[src/rtl/traffic_pkg.sv]
// Shared definitions for the traffic-light request path: request channel
// count, channel index constants and the request vector type.
package traffic_pkg;

    localparam int NUM_REQ  = 3;
    localparam int REQ_LEFT = 0;
    localparam int REQ_NS   = 1;
    localparam int REQ_EW   = 2;

    typedef logic [NUM_REQ-1:0] req_vec_t;

endpackage

[src/rtl/key_debouncer.sv]
// One KEY channel: invert, 2-FF synchronise, debounce and emit a press event.
// Debouncer is built only when REQUEST_CONDITIONER_DEBOUNCE_EN is defined.
module key_debouncer
    import traffic_pkg::*;
#(
    parameter int DEBOUNCE_CYCLES = 16,
    parameter int CNT_W           = $clog2(DEBOUNCE_CYCLES + 1)
) (
    input  logic clk,
    input  logic reset,
    input  logic not_key,
    output logic press
);

    logic sync1_r;
    logic sync2_r;
    logic stable_r;
    logic accept_s;

    if ((DEBOUNCE_CYCLES < 1) || ((2 ** CNT_W) < DEBOUNCE_CYCLES)) begin : g_bad_cfg
        $error("key_debouncer: DEBOUNCE_CYCLES must be >= 1 and fit in CNT_W bits");
    end

    // Two-flop synchroniser on the inverted, now active-high, key level
    always_ff @(posedge clk) begin
        if (reset) begin
            sync1_r <= 1'b0;
            sync2_r <= 1'b0;
        end else begin
            sync1_r <= ~not_key;
            sync2_r <= sync1_r;
        end
    end

`ifdef REQUEST_CONDITIONER_DEBOUNCE_EN
    localparam logic [CNT_W-1:0] CNT_LAST = CNT_W'(DEBOUNCE_CYCLES - 1);

    logic [CNT_W-1:0] cnt_r;

    // A new level is accepted on the last cycle of an unbroken run
    always_comb begin
        accept_s = (sync2_r != stable_r) && (cnt_r == CNT_LAST);
    end

    // Counter restarts whenever the input matches the accepted level
    always_ff @(posedge clk) begin
        if (reset) begin
            stable_r <= 1'b0;
            cnt_r    <= {CNT_W{1'b0}};
        end else if (sync2_r == stable_r) begin
            cnt_r    <= {CNT_W{1'b0}};
        end else if (cnt_r == CNT_LAST) begin
            stable_r <= sync2_r;
            cnt_r    <= {CNT_W{1'b0}};
        end else begin
            cnt_r    <= cnt_r + CNT_W'(1);
        end
    end
`else
    // Without the debouncer every synchronised change is accepted at once
    always_comb begin
        accept_s = (sync2_r != stable_r);
    end

    // Accepted level simply follows the synchroniser
    always_ff @(posedge clk) begin
        if (reset) begin
            stable_r <= 1'b0;
        end else begin
            stable_r <= sync2_r;
        end
    end
`endif

    // Event coincides with the edge where stable goes 0->1, so the
    // pending latch sets on that same edge
    always_comb begin
        press = accept_s & ~stable_r;
    end

endmodule

[src/rtl/request_conditioner.sv]
// Conditions the three active-low KEY requests into sticky pending flags
// cleared by FSM acks. Debouncer enabled by REQUEST_CONDITIONER_DEBOUNCE_EN.
module request_conditioner
    import traffic_pkg::*;
#(
    parameter int DEBOUNCE_CYCLES = 16,
    parameter int CNT_W           = $clog2(DEBOUNCE_CYCLES + 1)
) (
    input  logic     clk,
    input  logic     reset,
    input  logic     not_southbound_left_request,
    input  logic     not_ns_walk_request,
    input  logic     not_ew_walk_request,
    input  logic     left_ack,
    input  logic     walk_ack,
    output logic     southbound_left_request,
    output logic     walk_request,
    output req_vec_t pending
);

    req_vec_t press_s;
    req_vec_t clear_s;
    req_vec_t pending_r;

    key_debouncer #(.DEBOUNCE_CYCLES(DEBOUNCE_CYCLES), .CNT_W(CNT_W)) u_left (
        .clk     (clk),
        .reset   (reset),
        .not_key (not_southbound_left_request),
        .press   (press_s[REQ_LEFT])
    );

    key_debouncer #(.DEBOUNCE_CYCLES(DEBOUNCE_CYCLES), .CNT_W(CNT_W)) u_ns (
        .clk     (clk),
        .reset   (reset),
        .not_key (not_ns_walk_request),
        .press   (press_s[REQ_NS])
    );

    key_debouncer #(.DEBOUNCE_CYCLES(DEBOUNCE_CYCLES), .CNT_W(CNT_W)) u_ew (
        .clk     (clk),
        .reset   (reset),
        .not_key (not_ew_walk_request),
        .press   (press_s[REQ_EW])
    );

    // Map acks onto channels: one walk ack serves both walk buttons
    always_comb begin
        clear_s           = {NUM_REQ{1'b0}};
        clear_s[REQ_LEFT] = left_ack;
        clear_s[REQ_NS]   = walk_ack;
        clear_s[REQ_EW]   = walk_ack;
    end

    // Sticky pending flags; a press in the ack cycle wins over the clear
    always_ff @(posedge clk) begin
        if (reset) begin
            pending_r <= {NUM_REQ{1'b0}};
        end else begin
            pending_r <= press_s | (pending_r & ~clear_s);
        end
    end

    assign pending                 = pending_r;
    assign southbound_left_request = pending_r[REQ_LEFT];
    assign walk_request            = pending_r[REQ_NS] | pending_r[REQ_EW];

endmodule

[config.mk]
export PLATFORM = sky130hd
export DESIGN_NAME = request_conditioner
export DESIGN_NICKNAME = d
export VERILOG_FILES = /design/src/rtl/traffic_pkg.sv /design/src/rtl/key_debouncer.sv /design/src/rtl/request_conditioner.sv
export SDC_FILE = /design/constraint.sdc
export NUM_CORES = 1
export LEC_CHECK = 0
export ABC_AREA = 1
export CAP_MARGIN = 5
export CORE_AREA = 2 2 39 41
export CTS_BUF_LIST = sky130_fd_sc_hd__clkbuf_4 sky130_fd_sc_hd__clkbuf_8
export CTS_CLUSTER_SIZE = 30
export DETAILED_ROUTE_END_ITERATION = 10
export DIE_AREA = 0 0 41 43
export PLACE_DENSITY = 0.55
export SYNTH_ARGS = -nofsm -noshare
export SYNTH_HDL_FRONTEND = slang
export SYNTH_HIERARCHICAL = 1
export SYNTH_SLANG_ARGS = --single-unit
[constraint.sdc]
create_clock -name clk -period 0.8 [get_ports clk]
set_input_delay 0.2 -clock clk [delete_from_list [all_inputs] [get_ports clk]]
set_output_delay 0.2 -clock clk [all_outputs]
set_load 0.01 [all_outputs]
**Yosys cells after proc, flatten, opt, wreduce, memory -nomap -nowiden**

Cells that the tools add are included.

- Bits in registers: 12
- Bits of input ports: 7
- Output and inout port bits: 5
- Word-level logic and storage cells: 26

- Equal/unequal tests: 3
- Bitwise operators: 13

Operators with widths:

| cell | count |
|---|---|
| $not 1->1 | 6 |
| $and 1x1->1 | 3 |
| $and 3x3->3 | 1 |
| $ne 1x1->1 | 3 |
| $not 3->3 | 1 |
| $or 3x3->3 | 1 |
| $or 1x1->1 | 1 |

**Longest topological paths before layout**

- Word-level depth: 3
- Mapped depth: 4
- Depth with buffers taken out: 4

**Hierarchy**

Netlist, hierarchy kept.

By module, submodules not included:

| module | times used | cells an instance | area each (um^2) |
|---|---|---|---|
| key_debouncer | 3 | 9 | 82.6 |
| request_conditioner | 1 | 16 | 118.9 |

**Least setup slack after synthesis**

Ideal clock, no wire load.

- Path kind: register to output
- From: reg pending_r[1] (netlist: pending[1])
- To: out walk_request
- Data arrival time: 0.588 ns
- Required time: 0.600 ns
- Setup slack: 0.012 ns
- Cell stages (with the launch flop): 2
- Path buffers: 0
- Path through: dfxtp_1 -> or2_1

- Word-level cells in the longest chain between the ends: 1

Ends and longest elaborated chain:

| element | line | text |
|---|---|---|
| start, declared | request_conditioner.sv:23 | `req_vec_t pending_r;` |
| start signal, assigned | request_conditioner.sv:57 | `pending_r <= {NUM_REQ{1'b0}};` |
| start signal, assigned | request_conditioner.sv:59 | `pending_r <= press_s \| (pending_r & ~clear_s);` |
| $or 1x1->1 | request_conditioner.sv:65 | `assign walk_request = pending_r[REQ_NS] \| pending_r[REQ_EW];` |
| end, declared | request_conditioner.sv:17 | `output logic walk_request,` |

No other way between the ends.

**Worst setup path after layout**

- From: reg pending_r[2] (netlist: pending[2])
- To: out walk_request

Same word-level chain as after synthesis.

==> impl_results.md <==
- Rel. slew slack: 92.6%
- CTS sink cnt: 12
- DP Area: 517 um2
- Crit start category: flip-flop
- DRT iter0 DRCs: 1
- RSZ-0062 raised after global routing: yes
- Final Max Slew Viols: 0
- Skew-Pair Late Insertion Delay: 0.27 ns
- Setup WS post-layout: -0.335 ns
- First drt pass iteration count: 2
- Total global routing overflow: 0
- Worst-Margin Slew: 0.111 ns
- Port buffer count: 11
- Via-per-instance ratio: 3.71
- Routed WL: 526 um
- # rows: 14
- FF+latch count, synth: 12
- Die boundary height: 43 um
- Starting Density: 26.5%
- Syn nets: 50
- Cells along the critical path: or2_1 > buf_2
- CTS tree: done
- Worst vdd ir: 0.000674 V
- GPL Wtd Cong: 0.565
- Min Clock Period, post-route: 1.14 ns
- Hold Path Stages: 2
- Tot Pwr: 0.00120 W
- Initial antenna violation count: 0
- DRC Markers: 0
- Max FO, Critical Path: 3
- Die ar.: 1760 um2
- Commonest non-fill, non-tap cell in the layout: nor2_1
- Met1 Use GR: 8.88%
- Hold WC Path Type: flip-flop to flip-flop
- CP Class: flip-flop to output pin
- Max clock buf depth: 2
- Most frequent cells in the layout: nor2_1, inv_1, dfxtp_1
- Synth unique cells: 7
- Final setup viols: 5
- Max Cap Viol: 0
- Tot GR Track Use: 7.89%
- Count of non-filler cells in the finished layout: 76
- Clock Skew: 0.00465 ns
- Worst EP arrival: 0.94 ns
- Share of cells above drive strength 1: 25.0%
- Post-synthesis sequential area ratio: 65.5%
- Final TNS setup: -1.01 ns
- CP top delay family: flip-flops
- Clock-pin slew on the worst setup and hold paths: 0.07 ns
- Antenna fix cells: 0
- IO Pins: 12
- H-tree Lvls: 1
- Synth warn: 6
- Met2 usage: 7.50%
- Post-Syn Area: 367 um2
- Required @ worst endpoint: 0.60 ns
- First-pass GRT wire length: 779 um
- Final std cell area, no fill: 562 um2
- Power density cells: 2140 nW/um2
- Fin crit share: 142%
- Die width: 41 um
- Worst r2r path cells: 3
- Post-Syn Instances: 43
- Via count: 282
- Vias in the first global route: 198
- GRT met3 Usage: 3.14%
- Outcome: finished with violations
- Drt wl/cell: 6.92 um
- Root Buffer: clkbuf_4
- Post-DRT Antenna Nets: 0
- Syn Area/Cell: 8.53 um2
- Fin nets: 68
- Failing checks: negative setup slack
- Pre-CTS setup slack: -0.379 ns
- Fmax: 0.881 GHz
- CP endpoint kind: output pin
- Worst Path Buf+Inv: 1
- Largest net degree at the start of global routing: 13
- Placed instance count: 71
- CP peak stage delay: 0.32 ns
- CTS Buf Count: 3
- DP HPWL: 338 um
- Core ar.: 1380 um2
- Final hold viol count: 0
- Area Overhead vs Synth: 53.2%
- Slowest CP cell: dfxtp_2
- Leakage: 0.262 nW
- Stages on the worst setup path: 2
- Most Used Layer, Global Route: met4
power by group:
| group | internal [W] | leakage, nW | switching (W) | total [W] |
|---|---|---|---|---|
| Combinational | 0.0000662 | 0.141 | 0.0000387 | 0.000105 |
| Sequential | 0.000622 | 0.0999 | 0.00000742 | 0.000629 |
| Clock | 0.000276 | 0.0210 | 0.000192 | 0.000468 |
| Total | 0.000964 | 0.262 | 0.000238 | 0.00120 |
worst register-to-register path: cells and delay by family (launching register included):
family,cells,cell delay (ns)
flops,1,0.35
buf+inv,1,0.10
compound gates,1,0.10
simple gates,1,0.05
per-layer routing:
| metal | vias to the layer above | wire length (um) |
|---|---|---|
| li1 | 154 | - |
| met1 | 115 | 252 |
| met2 | 11 | 196 |
| met3 | 2 | 58 |
| met4 | 0 | 19 |
| met5 | - | 0 |
sequential cells by signal, summed over array words and instances, names as in the netlist:
register,flops
pending,3
u_ns/sync1_r,1
u_ew/stable_r,1
u_ns/stable_r,1
u_ew/sync1_r,1
u_left/sync1_r,1
u_left/sync2_r,1
u_ns/sync2_r,1
u_left/stable_r,1
u_ew/sync2_r,1
final timing paths:
check                          start                 endpoint  slack, ns
max            pending[2]$_SDFF_PP0_             walk_request      -0.34
min          u_ew/sync1_r$_SDFF_PP0_  u_ew/sync2_r$_SDFF_PP0_       0.40
max reg2reg    pending[0]$_SDFF_PP0_    pending[0]$_SDFF_PP0_       0.14
min reg2reg  u_ew/sync1_r$_SDFF_PP0_  u_ew/sync2_r$_SDFF_PP0_       0.40
area by class of cell:
type / instances / area (um2)
Clock buffer: 4 / 36.3
Multi-Input combinational cell: 19 / 77.6
Timing Repair Buffer: 14 / 143
Tap cell: 16 / 20.0
Inverter: 11 / 41.3
Sequential cell: 12 / 244
Fill cell: 143 / 822
what timing repair did:
action / CTS / global route
hold buffers: 0 / 0
pin swaps: 0 / 1
setup buffers: 1 / 0
endpoints found under the setup margin: 5 / 5
resized for setup: 23 / 4
gates cloned: 0 / 0
endpoints found under the hold margin: 0 / 0
stage by stage:
| step | util [%] | hold slack, ns |
|---|---|---|
| floorplan | - | 0.267 |
| global placement | 37.3 | 0.389 |
| detailed placement | 37.3 | 0.394 |
| CTS | 40.4 | 0.405 |
| global route | 40.6 | 0.425 |
| finish | 40.6 | 0.404 |
cell families (layout without fill, tap and decap cells):
family                 Yosys count  after routing  synth area share, %
buffers and inverters           12             29                 13.3
and+or+nand+nor                 16             16                 17.1
DFF                             12             12                 65.5
AOI/OAI and AO/OA                3              3                 4.09
cells in the mapped netlist:
cell / instances / area share [%]
a21oi_1: 3 / 4.1
buf_4: 1 / 2.0
dfxtp_1: 12 / 66
inv_1: 11 / 11
nand2_1: 3 / 3.1
nor2_1: 12 / 12
or2_1: 1 / 1.7
Power figures use the tool's default switching activity.
==> edit (config.mk and constraints unchanged) <==
The option `REQUEST_CONDITIONER_DEBOUNCE_EN` is turned on by a define.
--- a/src/rtl/key_debouncer.sv
+++ b/src/rtl/key_debouncer.sv
@@ -2,2 +2,4 @@
 // Debouncer is built only when REQUEST_CONDITIONER_DEBOUNCE_EN is defined.
+`define REQUEST_CONDITIONER_DEBOUNCE_EN
+
 module key_debouncer
Behaviour: not the same (Yosys sat finds a counterexample within 4 cycles, from zero or initial values and one cycle with reset high).
==> edit against the unedited design <==
The run now fails in detailed placement. Synthesized area rose to 2.9 times the old value.
==> edit: results (changes against the unedited design) <==
.. list-table::
   :header-rows: 1

   * - Metric
     - Value
   * - Count of buffers from port buffering
     - 11 (unchanged)
   * - Top post-synthesis cells by count
     - sky130_fd_sc_hd__dfxtp_1 (27), sky130_fd_sc_hd__nor2_1 (24), sky130_fd_sc_hd__nand2_1 (21), sky130_fd_sc_hd__inv_1 (20), sky130_fd_sc_hd__ha_1 (6)
   * - Cell types occupying the most area after synthesis
     - sky130_fd_sc_hd__dfxtp_1 (50%), sky130_fd_sc_hd__nor2_1 (8.4%), sky130_fd_sc_hd__nand2_1 (7.3%), sky130_fd_sc_hd__ha_1 (7.0%), sky130_fd_sc_hd__inv_1 (7.0%)
   * - Stage at which the flow ended
     - detailed placement
   * - Number of nets produced by synthesis
     - 143 (+190%)
   * - Run-stopping error
     - [ERROR DPL-0038] Utilization greater than 100%, impossible to legalize
   * - Library cells used by synthesis
     - 17 (+10)
   * - Flops & latches, synth
     - 27 (+15)
   * - Count of synthesis-stage warnings from yosys
     - 6 (unchanged)
   * - Global placer's final weighted congestion
     - 0.722 (+28%)
   * - Dominant synthesized flop cell
     - sky130_fd_sc_hd__dfxtp_1
   * - Status
     - did not finish
   * - Sequential fraction of the synthesis area
     - 50.2% (-15 points)
   * - Share of flip-flops with an asynchronous set or reset after synthesis
     - 0% (unchanged)
==> edit: cell families after synthesis <==
kind of cell               count (synthesis)  synth area share (%)
buffers and inverters                     24                  8.72
DFF                                       27                  50.2
adders and majority gates                  6                  6.98
AOI/OAI and AO/OA                          6                  2.79
and+or+nand+nor                           64                  28.8
xor gates and xnor gates                   3                  2.44
==> edit: through the flow <==
stage | setup TNS (ns) | cells
3_3_place_gp | -11.07 | 175
2_1_floorplan | -6.54 | 130
